$ cat src/rtl/imem_loader_pkg.sv
// Shared definitions for the instruction-memory AXI4-Lite loader.
// Holds the controller state encoding, AXI response codes, the address map
// and the address-decode helper used by both the read and write paths.
package imem_loader_pkg;

  typedef enum logic [2:0] {
    ST_IDLE,
    ST_WR_EXEC,
    ST_WR_RESP,
    ST_RD_ADDR,
    ST_RD_DATA,
    ST_RD_RESP
  } state_e;

  typedef enum logic [1:0] {
    RGN_MEM,
    RGN_CTRL,
    RGN_ERR
  } region_e;

  localparam logic [1:0]  RESP_OKAY   = 2'b00;
  localparam logic [1:0]  RESP_SLVERR = 2'b10;
  localparam logic [15:0] CTRL_ADDR   = 16'h4000;
  localparam logic [31:0] MEM_LIMIT   = 32'h0000_4000;

  // Byte-address decode; the two low address bits are don't-care.
  function automatic region_e decode_addr(input logic [31:0] addr,
                                          input logic [31:0] ctrl_addr);
    region_e rgn;
    if ({addr[31:2], 2'b00} < MEM_LIMIT) begin
      rgn = RGN_MEM;
    end else if (addr[31:2] == ctrl_addr[31:2]) begin
      rgn = RGN_CTRL;
    end else begin
      rgn = RGN_ERR;
    end
    return rgn;
  endfunction

endpackage

$ cat src/rtl/imem_axil_loader.sv
// AXI4-Lite slave giving the host load/read-back access to the instruction
// BRAM through its host-side port, plus a one-bit control register that
// holds the CPU in reset while a program is loaded.
//
// Ports:
//   clk, rst_n          system clock, asynchronous active-low reset
//   s_axil_aw*/w*/b*    AXI4-Lite write address, data and response channels
//   s_axil_ar*/r*       AXI4-Lite read address and data channels
//   mem_we              BRAM write enable (single-cycle pulse)
//   mem_addr            BRAM word address
//   mem_wdata           BRAM write data
//   mem_rdata           BRAM registered read data (one cycle after mem_addr)
//   cpu_rst_hold        control bit 0; 1 keeps the CPU in reset
module imem_axil_loader #(
  parameter int          ADDR_W    = 16,
  parameter int          MEM_AW    = 12,
  parameter logic [15:0] CTRL_ADDR = imem_loader_pkg::CTRL_ADDR
) (
  input  logic              clk,
  input  logic              rst_n,
  input  logic [ADDR_W-1:0] s_axil_awaddr,
  input  logic              s_axil_awvalid,
  output logic              s_axil_awready,
  input  logic [31:0]       s_axil_wdata,
  input  logic [3:0]        s_axil_wstrb,
  input  logic              s_axil_wvalid,
  output logic              s_axil_wready,
  output logic [1:0]        s_axil_bresp,
  output logic              s_axil_bvalid,
  input  logic              s_axil_bready,
  input  logic [ADDR_W-1:0] s_axil_araddr,
  input  logic              s_axil_arvalid,
  output logic              s_axil_arready,
  output logic [31:0]       s_axil_rdata,
  output logic [1:0]        s_axil_rresp,
  output logic              s_axil_rvalid,
  input  logic              s_axil_rready,
  output logic              mem_we,
  output logic [MEM_AW-1:0] mem_addr,
  output logic [31:0]       mem_wdata,
  input  logic [31:0]       mem_rdata,
  output logic              cpu_rst_hold
);

  import imem_loader_pkg::*;

  localparam logic [31:0] CTRL_ADDR_EXT = 32'(CTRL_ADDR);

  state_e            state_q;
  logic              rdy_en_q;
  logic              aw_held_q;
  logic              w_held_q;
  logic [ADDR_W-1:0] awaddr_q;
  logic [31:0]       wdata_q;
  logic [3:0]        wstrb_q;
  logic              prio_rd_q;
  logic              wr_err_q;
  region_e           rd_rgn_q;
  logic              mem_we_q;
  logic [MEM_AW-1:0] mem_addr_q;
  logic [31:0]       mem_wdata_q;
  logic              bvalid_q;
  logic [1:0]        bresp_q;
  logic              rvalid_q;
  logic [1:0]        rresp_q;
  logic [31:0]       rdata_q;
  logic              hold_q;

  logic    wr_ready;
  logic    aw_fire;
  logic    w_fire;
  logic    ar_fire;
  region_e wr_rgn;
  region_e ar_rgn;
  logic    wr_err;
  logic    wr_mem_ok;

  // rdy_en_q keeps every ready low while reset is asserted, since the held
  // flags alone would otherwise advertise ready during reset.
  assign s_axil_awready = rdy_en_q & ~aw_held_q;
  assign s_axil_wready  = rdy_en_q & ~w_held_q;
  assign wr_ready       = aw_held_q & w_held_q;
  assign s_axil_arready = rdy_en_q && (state_q == ST_IDLE) && (!wr_ready || prio_rd_q);

  assign aw_fire = s_axil_awvalid & s_axil_awready;
  assign w_fire  = s_axil_wvalid & s_axil_wready;
  assign ar_fire = s_axil_arvalid & s_axil_arready;

  assign wr_rgn    = decode_addr(32'(awaddr_q), CTRL_ADDR_EXT);
  assign ar_rgn    = decode_addr(32'(s_axil_araddr), CTRL_ADDR_EXT);
  // The BRAM has no byte enables, so only full-word memory writes are legal.
  assign wr_mem_ok = (wr_rgn == RGN_MEM) && (wstrb_q == 4'hF);
  assign wr_err    = (wr_rgn == RGN_ERR) || ((wr_rgn == RGN_MEM) && !wr_mem_ok);

  assign s_axil_bvalid = bvalid_q;
  assign s_axil_bresp  = bresp_q;
  assign s_axil_rvalid = rvalid_q;
  assign s_axil_rresp  = rresp_q;
  assign s_axil_rdata  = rdata_q;
  assign mem_we        = mem_we_q;
  assign mem_addr      = mem_addr_q;
  assign mem_wdata     = mem_wdata_q;
  assign cpu_rst_hold  = hold_q;

  always_ff @(posedge clk or negedge rst_n) begin
    if (!rst_n) begin
      state_q     <= ST_IDLE;
      rdy_en_q    <= 1'b0;
      aw_held_q   <= 1'b0;
      w_held_q    <= 1'b0;
      awaddr_q    <= '0;
      wdata_q     <= '0;
      wstrb_q     <= '0;
      prio_rd_q   <= 1'b0;
      wr_err_q    <= 1'b0;
      rd_rgn_q    <= RGN_MEM;
      mem_we_q    <= 1'b0;
      mem_addr_q  <= '0;
      mem_wdata_q <= '0;
      bvalid_q    <= 1'b0;
      bresp_q     <= RESP_OKAY;
      rvalid_q    <= 1'b0;
      rresp_q     <= RESP_OKAY;
      rdata_q     <= '0;
      hold_q      <= 1'b1;
    end else begin
      rdy_en_q <= 1'b1;
      mem_we_q <= 1'b0;

      // AW and W are captured independently, in any order.
      if (aw_fire) begin
        aw_held_q <= 1'b1;
        awaddr_q  <= s_axil_awaddr;
      end
      if (w_fire) begin
        w_held_q <= 1'b1;
        wdata_q  <= s_axil_wdata;
        wstrb_q  <= s_axil_wstrb;
      end

      case (state_q)
        ST_IDLE: begin
          if (ar_fire) begin
            // A read only wins a tie when the flag selects read; hand the
            // next tie to the write.
            if (wr_ready) prio_rd_q <= 1'b0;
            rd_rgn_q <= ar_rgn;
            if (ar_rgn == RGN_MEM) mem_addr_q <= s_axil_araddr[MEM_AW+1:2];
            state_q <= ST_RD_ADDR;
          end else if (wr_ready) begin
            if (s_axil_arvalid) prio_rd_q <= 1'b1;
            wr_err_q <= wr_err;
            if (wr_mem_ok) begin
              mem_we_q    <= 1'b1;
              mem_addr_q  <= awaddr_q[MEM_AW+1:2];
              mem_wdata_q <= wdata_q;
            end
            state_q <= ST_WR_EXEC;
          end
        end
        ST_WR_EXEC: begin
          if ((wr_rgn == RGN_CTRL) && wstrb_q[0]) hold_q <= wdata_q[0];
          bvalid_q <= 1'b1;
          bresp_q  <= wr_err_q ? RESP_SLVERR : RESP_OKAY;
          state_q  <= ST_WR_RESP;
        end
        ST_WR_RESP: begin
          if (s_axil_bready) begin
            bvalid_q  <= 1'b0;
            aw_held_q <= 1'b0;
            w_held_q  <= 1'b0;
            state_q   <= ST_IDLE;
          end
        end
        // mem_addr is on the port this cycle; the BRAM samples it at the edge.
        ST_RD_ADDR: begin
          state_q <= ST_RD_DATA;
        end
        ST_RD_DATA: begin
          rvalid_q <= 1'b1;
          case (rd_rgn_q)
            RGN_MEM: begin
              rdata_q <= mem_rdata;
              rresp_q <= RESP_OKAY;
            end
            RGN_CTRL: begin
              rdata_q <= {31'b0, hold_q};
              rresp_q <= RESP_OKAY;
            end
            default: begin
              rdata_q <= '0;
              rresp_q <= RESP_SLVERR;
            end
          endcase
          state_q <= ST_RD_RESP;
        end
        ST_RD_RESP: begin
          if (s_axil_rready) begin
            rvalid_q <= 1'b0;
            state_q  <= ST_IDLE;
          end
        end
        default: state_q <= ST_IDLE;
      endcase
    end
  end

endmodule

$ cat config.mk
export PLATFORM = sky130hd
export DESIGN_NAME = imem_axil_loader
export DESIGN_NICKNAME = d
export VERILOG_FILES = /design/src/rtl/imem_loader_pkg.sv /design/src/rtl/imem_axil_loader.sv
export SDC_FILE = /design/constraint.sdc
export NUM_CORES = 1
export LEC_CHECK = 0
export CORE_ASPECT_RATIO = 1.25
export CORE_MARGIN = 1
export CORE_UTILIZATION = 26
export DETAILED_ROUTE_END_ITERATION = 8
export GPL_TIMING_DRIVEN = 0
export SLEW_MARGIN = 15
export SYNTH_ARGS = -nofsm -noshare
export SYNTH_HDL_FRONTEND = slang
export SYNTH_SLANG_ARGS = --single-unit
$ cat constraint.sdc
create_clock -name clk -period 3.8 [get_ports clk]
set_input_delay 0.57 -clock clk [delete_from_list [all_inputs] [get_ports clk]]
set_output_delay 0.57 -clock clk [all_outputs]
set_load 0.02 [all_outputs]
# Word level (Yosys, flattened, before mapping)
# Cells that the tools add are included.
# totals
reg_bits	146
latchBits	0
ramBits	0
romBits	0
elab_cells	107
memories	0
# op_classes
add_sub_neg	0
n_mul	0
div	0
n_lt_le_gt_ge	2
eq_ne	15
shifts	0
muxes	34
bitwise	9
reduce_logical	28
# ops
operator	n
$pmux 32 s2	1
$mux 12	4
$lt 16x15->1 const B	2
$eq 14x13->1 const B	2
$pmux 3 s6	1
$mux 1	16
$mux 2	6
$mux 3	4
$reduce_bool 2->1	5
$reduce_and 3->1	3
$reduce_and 2->1	4
$reduce_and 4->1	2
$and 1x1->1	6
$eq 3x2->1 const B	2
$eq 3x3->1 const B	2
$logic_not 2->1	3
$logic_and 1x1->1	5
$eq 2x1->1 const B	2
$eq 4x4->1 const B	1
$ne 2x2->1 const B	2
$pmux 1 s2	2
$eq 3x1->1 const B	1
$logic_not 3->1	1
$ne 3x3->1 const B	1
6 further kinds	10

# Longest topological paths before layout
# Gate-level depths: netlist (run 1).
# logic_depth
word_depth	9
ltp_mapped	7

# Worst setup path before layout (run 1)
# OpenSTA, ideal clock, no wires.
# synth_timing
path_kind	reg2reg
start	register state_q[0]
end	register mem_addr_q[10], in the netlist mem_addr[10]
setup_ps	125
arrival_ps	1724
t_required_ps	3675
setup_slack_ps	1952
stages_incl_launch_ff	7
synth_period_minus_slack_ps	1848
cell_sequence	dfrtp_1 > buf_6 > nor3_4 > o2111ai_4 > o31ai_4 > buf_4 > mux2_2
# synth_between
elab_chain_cells	6
word_cells_on_any_way	9
# synth_lines
element	line_no	text
start: declaration	imem_axil_loader.sv:49	state_e state_q;
start signal: assignment	imem_axil_loader.sv:107	state_q <= ST_IDLE;
start signal: assignment	imem_axil_loader.sv:149	state_q <= ST_RD_ADDR;
start signal: assignment	imem_axil_loader.sv:158	state_q <= ST_WR_EXEC;
$logic_not 3->1 *	imem_axil_loader.sv:83, imem_axil_loader.sv:141	
$logic_and 1x1->1 (2 in a row)	imem_axil_loader.sv:83	assign s_axil_arready = rdy_en_q && (state_q == ST_IDLE) && (!wr_ready || prio_rd_q);
$and 1x1->1	imem_axil_loader.sv:87	assign ar_fire = s_axil_arvalid & s_axil_arready;
$ne 2x1->1 (no source line) / $reduce_bool 2->1 (equally long branches)	-	
$reduce_and 4->1 (no source line)	-	
end signal: assignment	imem_axil_loader.sv:148	if (ar_rgn == RGN_MEM) mem_addr_q <= s_axil_araddr[MEM_AW+1:2];
end signal: assignment	imem_axil_loader.sv:155	mem_addr_q <= awaddr_q[MEM_AW+1:2];
end: declaration	imem_axil_loader.sv:60	logic [MEM_AW-1:0] mem_addr_q;
# Mark *: on every way between the ends. The rest lies on a longest branch, timed or not.
# A chain may end at the register's enable or synchronous reset.

# Worst setup path after layout (run 1)
# layout_timing
start	register state_q[0]
end	output s_axil_arready
# layout_between
elab_chain_cells	3
# layout_lines
element	line_no	text
$logic_not 3->1	imem_axil_loader.sv:83	
$logic_and 1x1->1 (2 in a row)	imem_axil_loader.sv:83	
end: declaration	imem_axil_loader.sv:33	output logic s_axil_arready,
# No other way between the ends.

==> results of run 1 <==
-- sequential cells by signal, indices dropped and copies added (netlist names) --
signal,cells
s_axil_bvalid,1
rd_rgn_q,2
aw_held_q,1
mem_we,1
w_held_q,1
s_axil_rvalid,1
prio_rd_q,1
rdy_en_q,1
wstrb_q,4
s_axil_rdata,32
wr_err_q,1
s_axil_bresp,1
wdata_q,32
state_q,3
mem_addr,12
mem_wdata,32
awaddr_q,14
cpu_rst_hold,1
s_axil_rresp,1
-- metal layers --
layer	wire, µm	GRT usage [%]
met1	6210	16.3
met2	7890	23.3
met3	782	3.95
met4	252	4.98
met5	0	0
-- layout by cell type, fill, tap and decap left out, types with 2 or more instances in the layout --
master and n:
clkdlybuf4s50_1 186, dfrtp_1 141, mux2_2 105, nand2_1 75
o21ai_0 36, clkbuf_16 17, buf_2 10, a21oi_1 10
nor2_1 8, clkbuf_1 8, mux2_4 5, nor2b_1 4
nor4_1 4, nand3_1 3, buf_4 3, conb_1 3
clkinvlp_4 3, clkinv_4 3, bufinv_16 3, buf_6 2
and3_1 2, and4_1 2, nand4_1 2, buf_1 2
mux2i_1 2, nor4b_1 2, inv_6 2, clkbuf_8 2
-- worst max path at each step --
stage	to	slack, ns	cells after the start
after floorplan	mem_addr[10]	1.95	6
after global placement	mem_wdata[21]	-3.35	1
after detailed placement	mem_addr[3]	1.14	6
after CTS	s_axil_arready	1.19	4
after global routing	s_axil_arready	1.12	4
final	s_axil_arready	1.22	4
-- critical path, cell delays in order, from the launching register on --
cell and delay (ns):
dfrtp_1 0.37, buf_6 0.13, nor3_4 0.25, o211a_1 0.20, clkdlybuf4s50_1 0.63
-- kinds of logic after synthesis --
logic type             after synthesis  synth area share, %
buffers and inverters               26                 2.37
muxes                              112                 22.2
DFF                                142                 61.7
and+or+nand+nor                    107                 8.44
AOI/OAI and AO/OA                   51                 5.23
other                                2                0.130
-- where the power goes --
part,total [mW],switching (mW),leakage (nW),internal (mW)
clock network,1.74,0.669,0.292,1.07
registers,2.57,0.390,1.79,2.18
logic,2.57,1.23,1.69,1.35
-- metrics by stage --
step	total power, mW	cells	area, µm²	hold WS (ns)
after floorplan	3.97	441	5770	0.274
after global placement	5.11	907	7990	0.463
after detailed placement	5.21	908	8020	0.470
after CTS	6.99	939	8640	0.0766
after global routing	7.30	939	8640	0.0893
final	6.88	939	8640	0.0744
-- cell type report --
cell class / count / area (µm²)
Clock inverter: 12 / 161
Clock buffer: 19 / 453
Timing Repair Buffer: 188 / 1900
Fill cell: 2056 / 13000
Buffer: 25 / 133
Multi-Input combinational cell: 273 / 2080
Sequential cell: 142 / 3550
Tap cell: 279 / 349
Inverter: 1 / 3.75
==> impl_metrics.ini, run 1 <==
[run_status]
status = complete, no violations

[final_layout]
syn_to_final_growth_pct = 49.8
layout-drive-gt1-share_pct = 24.7
post-route-util_pct = 39.9
nNetsFinal = 755
insertedDiodeCount = 0

[clock_network]
cts_sinks = 142
post_cts_resized = 0
post-cts-setup-buffer-count = 0
cts_tree = done
cts_buffers = 17
h-tree-depth = 4
cts-root-buf = clkbuf_16
hold_buffers = 0
clkTransAtPathRegs_ns = 0.06
clock_latency_ns = 0.42
cts.path.max_buffers = 2

[grt]
grt_overflow = 0
grt_max_degree = 83
grt_pass1_wl_um = 23700
track_usage_pct = 13.7
antenna_found_initial = 0
grt_pass1_vias = 4382

[routing]
drc_errors = 0
drt-pass1-iter-count = 4
viasPerCell = 4.42
vias = 4146
drt_iter0_drc = 87
wire_per_inst_um = 16.1
wl_um = 15100
ant_nets = 0

[timing]
finalHoldViolations = 0
period_needed_ns = 2.58
fin_setup_tns_ns = 0
fin_ws_ns = 1.22
report.final.slew_viol_count = 0
fin_skew_ns = 0.00570
grt_setup_unrepaired = false
finalSetupViolCount = 0
fmax_ghz = 0.387
period_share_pct = 67.9

[floorplanning]
start_util_pct = 26.7
dieHeight_um = 168
rows = 60
io_pins = 194
die_w_um = 135
die_area_um2 = 22800
core_area_um2 = 21600

[synth]
yosys_warnings = 0
netlist.area_leader.share_pct = 61.2
yosysMostFrequentCell = dfrtp_1
synth_top_area_cell = dfrtp_1
synth_edf_count = 0
synth_cell_types = 33
ys.flop_type = dfrtp_1
syn_area_um2 = 5760
async_flop_share_pct = 100
avgSynthCellArea_um2 = 13.1
yosys_register_bits = 142
synth_cells = 440
synth_common_cells = 141 x dfrtp_1, 105 x mux2_2, 75 x nand2_1
synth_top_cells_by_area = dfrtp_1 61%, mux2_2 21%, nand2_1 4.9%
ys_seq_area_share_pct = 61.7

[power_and_ir_drop]
vdd_drop_max_v = 0.000368
p_per_area_nw_per_um2 = 797
p_leak_nw = 3.77

[setup_path]
worstReg2RegStart = state_q[0]
end_kind = output pin
reg2regPathDepth = 6
r2r_slack_ns = 1.66
startpoint_type = flip-flop
cp_data_arrival_time_ns = 2.01
critical_path_peak_fanout = 8
r2r-end = mem_addr[10]
critPathKind = flip-flop to output pin
cp-startpoint = state_q[0]
required_ns = 3.23

[place]
hpwl_um = 11100
place.gp.congestion = 0.773
pre_cts_ws_ns = 1.14
port_buffers = 187

[worst_hold_path]
hp-class = input port to asynchronous set/reset pin

[flow_run]
max_cap_violations = 0
Power figures use the tool's default switching activity.
==> inputs of run 2 (changes only) <==
==> constraint.sdc (replaced) <==
create_clock -name clk -period 2.3 [get_ports clk]
set_input_delay 0.345 -clock clk [delete_from_list [all_inputs] [get_ports clk]]
set_output_delay 0.345 -clock clk [all_outputs]
set_load 0.02 [all_outputs]
==> impl_metrics.ini, run 2 (same netlist as run 1, synthesis figures left out) <==
[grt]
grt_overflow = 0
grt_max_degree = 83
track_usage_pct = 13.7
grt_pass1_wl_um = 23700
grt_pass1_vias = 4387
antenna_found_initial = 0

[final_layout]
fillCellCount = 2052
nNetsFinal = 758
final_cell_mix = 185 x clkdlybuf4s50_1, 141 x dfrtp_1, 105 x mux2_2
post-route-util_pct = 40.1
insertedDiodeCount = 0
layout-drive-gt1-share_pct = 24.9
syn_to_final_growth_pct = 50.2
final_common_cell = clkdlybuf4s50_1

[routing]
drc_errors = 0
wl_um = 15100
drt-pass1-iter-count = 4
vias = 4156
drt_iter0_drc = 91
wire_per_inst_um = 16.1
viasPerCell = 4.41
ant_nets = 0

[floorplanning]
dieHeight_um = 168
start_util_pct = 26.7
die_area_um2 = 22800
die_w_um = 135
rows = 60
core_area_um2 = 21600
io_pins = 194

[setup_path]
worstReg2RegStart = state_q[0]
crit_family = buffers and inverters
crit_path_max_incr_delay_ns = 0.66
r2r-end = mem_addr[10]
critical_path_peak_fanout = 9
r2r_slack_ns = 0.16
end_kind = output pin
reg2regPathDepth = 6
path_buf_inv = 2
required_ns = 1.96
critPathKind = flip-flop to output pin
crit_path_top_delay_cell = clkdlybuf4s50_1
startpoint_type = flip-flop
cp_data_arrival_time_ns = 1.82
path_cells = buf_2 -> nor2b_1 -> clkdlybuf4s50_1

[timing]
finalHoldViolations = 0
period_share_pct = 94.0
fin_setup_tns_ns = 0
period_needed_ns = 2.16
grt_setup_unrepaired = false
fmax_ghz = 0.463
report.final.slew_viol_count = 0
fin_skew_ns = 0.00583
finalSetupViolCount = 0

[clock_network]
clkTransAtPathRegs_ns = 0.06
cts_buffers = 17
cts-root-buf = clkbuf_16
h-tree-depth = 4
cts_sinks = 142
cts_tree = done
cts.path.max_buffers = 2
clock_latency_ns = 0.42

[place]
port_buffers = 187
place.gp.congestion = 0.773
hpwl_um = 11100

[power_and_ir_drop]
power_mw = 11.4
p_leak_nw = 3.79
vdd_drop_max_v = 0.000609
p_per_area_nw_per_um2 = 1310

[flow_run]
max_cap_violations = 0

[worst_hold_path]
hp-class = input port to asynchronous set/reset pin

[run_status]
status = complete, no violations
run 2: changes by cell type in the layout (fill, tap and decap cells not counted), sizes merged:
cell / before / now
buf: 19 / 21
dlygate4sd2: 0 / 1
dlygate4sd3: 0 / 1
clkdlybuf4s50: 186 / 185
run 2: worst max-delay path by stage:
stage / startpoint / endpoint / slack [ns] / cells past startpoint
floorplan: state_q[0] / mem_addr[10] / 0.45 / 6
CTS: state_q[0] / mem_addr[3] / 0.08 / 6
global placement: rst_n / mem_wdata[21] / -4.63 / 1
finish: rdy_en_q / s_axil_awready / 0.14 / 3
global route: state_q[0] / mem_addr[10] / 0.03 / 6
detailed placement: s_axil_arvalid / mem_addr[3] / -0.14 / 6
run 2: repair_timing:
action / 4_1_cts / 5_1_grt
gates resized for setup: 1 / 0
pin swaps: 0 / 1
setup endpoints to repair: 1 / 10
setup buffers: 0 / 2
endpoints found under the hold margin: 59 / 0
hold buffers: 1 / 0
run 2: worst reg2reg max path: stages (launching register included):
cell       delay, ns
dfrtp_1         0.37
buf_6           0.13
nor3_4          0.25
o2111ai_4       0.29
o31ai_4         0.35
buf_4           0.27
mux2_2          0.35
run 2: power by group:
part,internal (mW),leakage (nW),switching (mW)
combinational,2.22,1.70,2.03
sequential,3.60,1.79,0.645
clock,1.77,0.292,1.11
total,7.59,3.79,3.78
run 2: final cells by class:
| cell class | count | area, µm² | share of cell area, % |
|---|---|---|---|
| Sequential cell | 142 | 3550 | 41.0 |
| Multi-Input combinational cell | 273 | 2080 | 24.0 |
| Timing Repair Buffer | 191 | 1930 | 22.3 |
| Clock buffer | 19 | 453 | 5.23 |
| Tap cell | 279 | 349 | 4.03 |
| Clock inverter | 12 | 161 | 1.86 |
| Buffer | 25 | 133 | 1.53 |
| Inverter | 1 | 3.75 | 0.0433 |
run 2: layer usage:
metal	wire length [µm]	global-route usage (%)	vias up
li1	-	-	1946
met1	6220	16.3	2060
met2	7890	23.3	130
met3	783	3.95	20
met4	252	4.98	0
met5	0	0	-
run 2: metrics by stage:
step / cells / setup WS [ns] / hold WS, ns / area, µm²
after floorplan: 441 / 0.452 / 0.0494 / 5770
after detailed placement: 908 / -0.138 / 0.312 / 8020
after global placement: 907 / -4.63 / 0.463 / 7990
after global routing: 942 / 0.0268 / 0.470 / 8660
final: 942 / 0.138 / 0.443 / 8660
after CTS: 940 / 0.0791 / 0.452 / 8640
==> inputs of run 3 (changes only) <==
--- a/config.mk
+++ b/config.mk
@@ -10,6 +10,7 @@
 export CORE_UTILIZATION = 26
 export DETAILED_ROUTE_END_ITERATION = 8
 export GPL_TIMING_DRIVEN = 0
+export PLACE_DENSITY = 0.57
 export SLEW_MARGIN = 15
 export SYNTH_ARGS = -nofsm -noshare
 export SYNTH_HDL_FRONTEND = slang
==> impl_metrics.ini, run 3 (same netlist as run 1, synthesis figures left out) <==
[setup_path]
end_kind = output pin
r2r-end = mem_addr[10]
required_ns = 1.96
worstReg2RegStart = state_q[0]
startpoint_type = flip-flop
cp_data_arrival_time_ns = 1.83
critical_path_peak_fanout = 9
reg2regPathDepth = 6
critPathKind = flip-flop to output pin
r2r_slack_ns = 0.18

[timing]
finalHoldViolations = 0
report.final.slew_viol_count = 0
fmax_ghz = 0.459
relSlewSlack_pct = 65.5
period_needed_ns = 2.18
fin_setup_tns_ns = 0
holdWs_ns = 0.444
grt_setup_unrepaired = false
fin_skew_ns = 0.00868
period_share_pct = 94.6
worst_pin_slew_ns = 0.513
finalSetupViolCount = 0

[clock_network]
cts_buffers = 17
cts.path.max_buffers = 2
cts-root-buf = clkbuf_16
cts_tree = done
clkTransAtPathRegs_ns = 0.06
clock_latency_ns = 0.41
h-tree-depth = 4
cts_sinks = 142

[routing]
wire_per_inst_um = 15.7
vias = 4139
viasPerCell = 4.39
ant_nets = 0
drt-pass1-iter-count = 4
drc_errors = 0
drt_iter0_drc = 131
wl_um = 14800

[power_and_ir_drop]
p_per_area_nw_per_um2 = 1310
power_mw = 11.4
p_leak_nw = 3.80
vdd_drop_max_v = 0.000662

[place]
hpwl_um = 11100
dp_cells = 908
place.gp.congestion = 0.771
dpl_cell_area_um2 = 8020
port_buffers = 187

[floorplanning]
io_pins = 194
die_w_um = 135
core_area_um2 = 21600
dieHeight_um = 168
die_area_um2 = 22800
rows = 60
start_util_pct = 26.7

[grt]
grt_max_degree = 80
grt_overflow = 0
grt_pass1_wl_um = 24200
antenna_found_initial = 0
grt_pass1_vias = 4602
track_usage_pct = 13.9

[final_layout]
fillCellCount = 2042
regArea_um2 = 3550
nNetsFinal = 758
design_area_um2 = 8660
instances_no_fill = 943
final_common_cell = clkdlybuf4s50_1
final_cell_mix = 185 x clkdlybuf4s50_1, 141 x dfrtp_1, 105 x mux2_2
multiInputGateArea_um2 = 2080
insertedDiodeCount = 0
layout-drive-gt1-share_pct = 24.7
syn_to_final_growth_pct = 50.3

[worst_hold_path]
hp-class = input port to asynchronous set/reset pin

[run_status]
status = complete, no violations

[flow_run]
max_cap_violations = 0
==> run 3: changes by cell type in the layout (fill, tap and decap cells not counted) <==
cell	before	now
clkbuf_8	2	0
bufinv_16	3	4
clkinv_2	1	3
clkinv_4	3	2
inv_6	2	3
clkinvlp_4	3	1
clkbuf_1	8	10
==> run 3: report_power, final <==
group / internal (mW) / switching (mW) / leakage (nW)
combinational: 2.22 / 2.02 / 1.70
sequential: 3.60 / 0.649 / 1.79
clock: 1.82 / 1.07 / 0.302
==> run 3: layout make-up <==
class / count / area share [%]
Buffer: 25 / 1.53
Clock buffer: 19 / 5.00
Clock inverter: 13 / 2.15
Inverter: 1 / 0.0433
Multi-Input combinational cell: 273 / 24.0
Sequential cell: 142 / 41.0
Tap cell: 279 / 4.03
Timing Repair Buffer: 191 / 22.3
==> run 3: worst max path at each step <==
stage | start | end | slack [ns] | cells past startpoint
floorplan | state_q[0] | mem_addr[10] | 0.45 | 6
global placement | rst_n | mem_wdata[23] | -4.76 | 1
detailed placement | s_axil_arvalid | mem_addr[7] | -0.12 | 6
CTS | rdy_en_q | s_axil_awready | 0.09 | 3
global route | rdy_en_q | s_axil_wready | 0.007 | 3
finish | rdy_en_q | s_axil_awready | 0.12 | 3
==> run 3: per-layer routing <==
metal	vias to the layer above	track usage, %	part of all wire [%]
li1	1949	-	-
met1	2066	15.7	40
met2	108	24.5	53
met3	16	3.65	5.3
met4	0	5.81	1.9
met5	-	0	0
==> run 3: timing repair <==
action                     CTS  global route
setup endpoints to repair    1             8
hold endpoints to repair    62             0
resized for setup            1             0
setup buffers                0             2
hold buffers                 1             0
pin swaps                    0             1
==> run 3: worst max-delay path, stage by stage, from the launching register on <==
cell             delay [ns]
dfrtp_1                0.31
buf_2                  0.20
nor2b_1                0.25
clkdlybuf4s50_1        0.66
==> run 3: stage by stage <==
stage | setup slack (ns) | utilization (%)
6_report | 0.123 | 40.1
5_1_grt | 0.00666 | 40.1
4_1_cts | 0.0874 | 40.0
3_5_place_dp | -0.119 | 37.1
3_3_place_gp | -4.76 | 37.0
2_1_floorplan | 0.452 | -
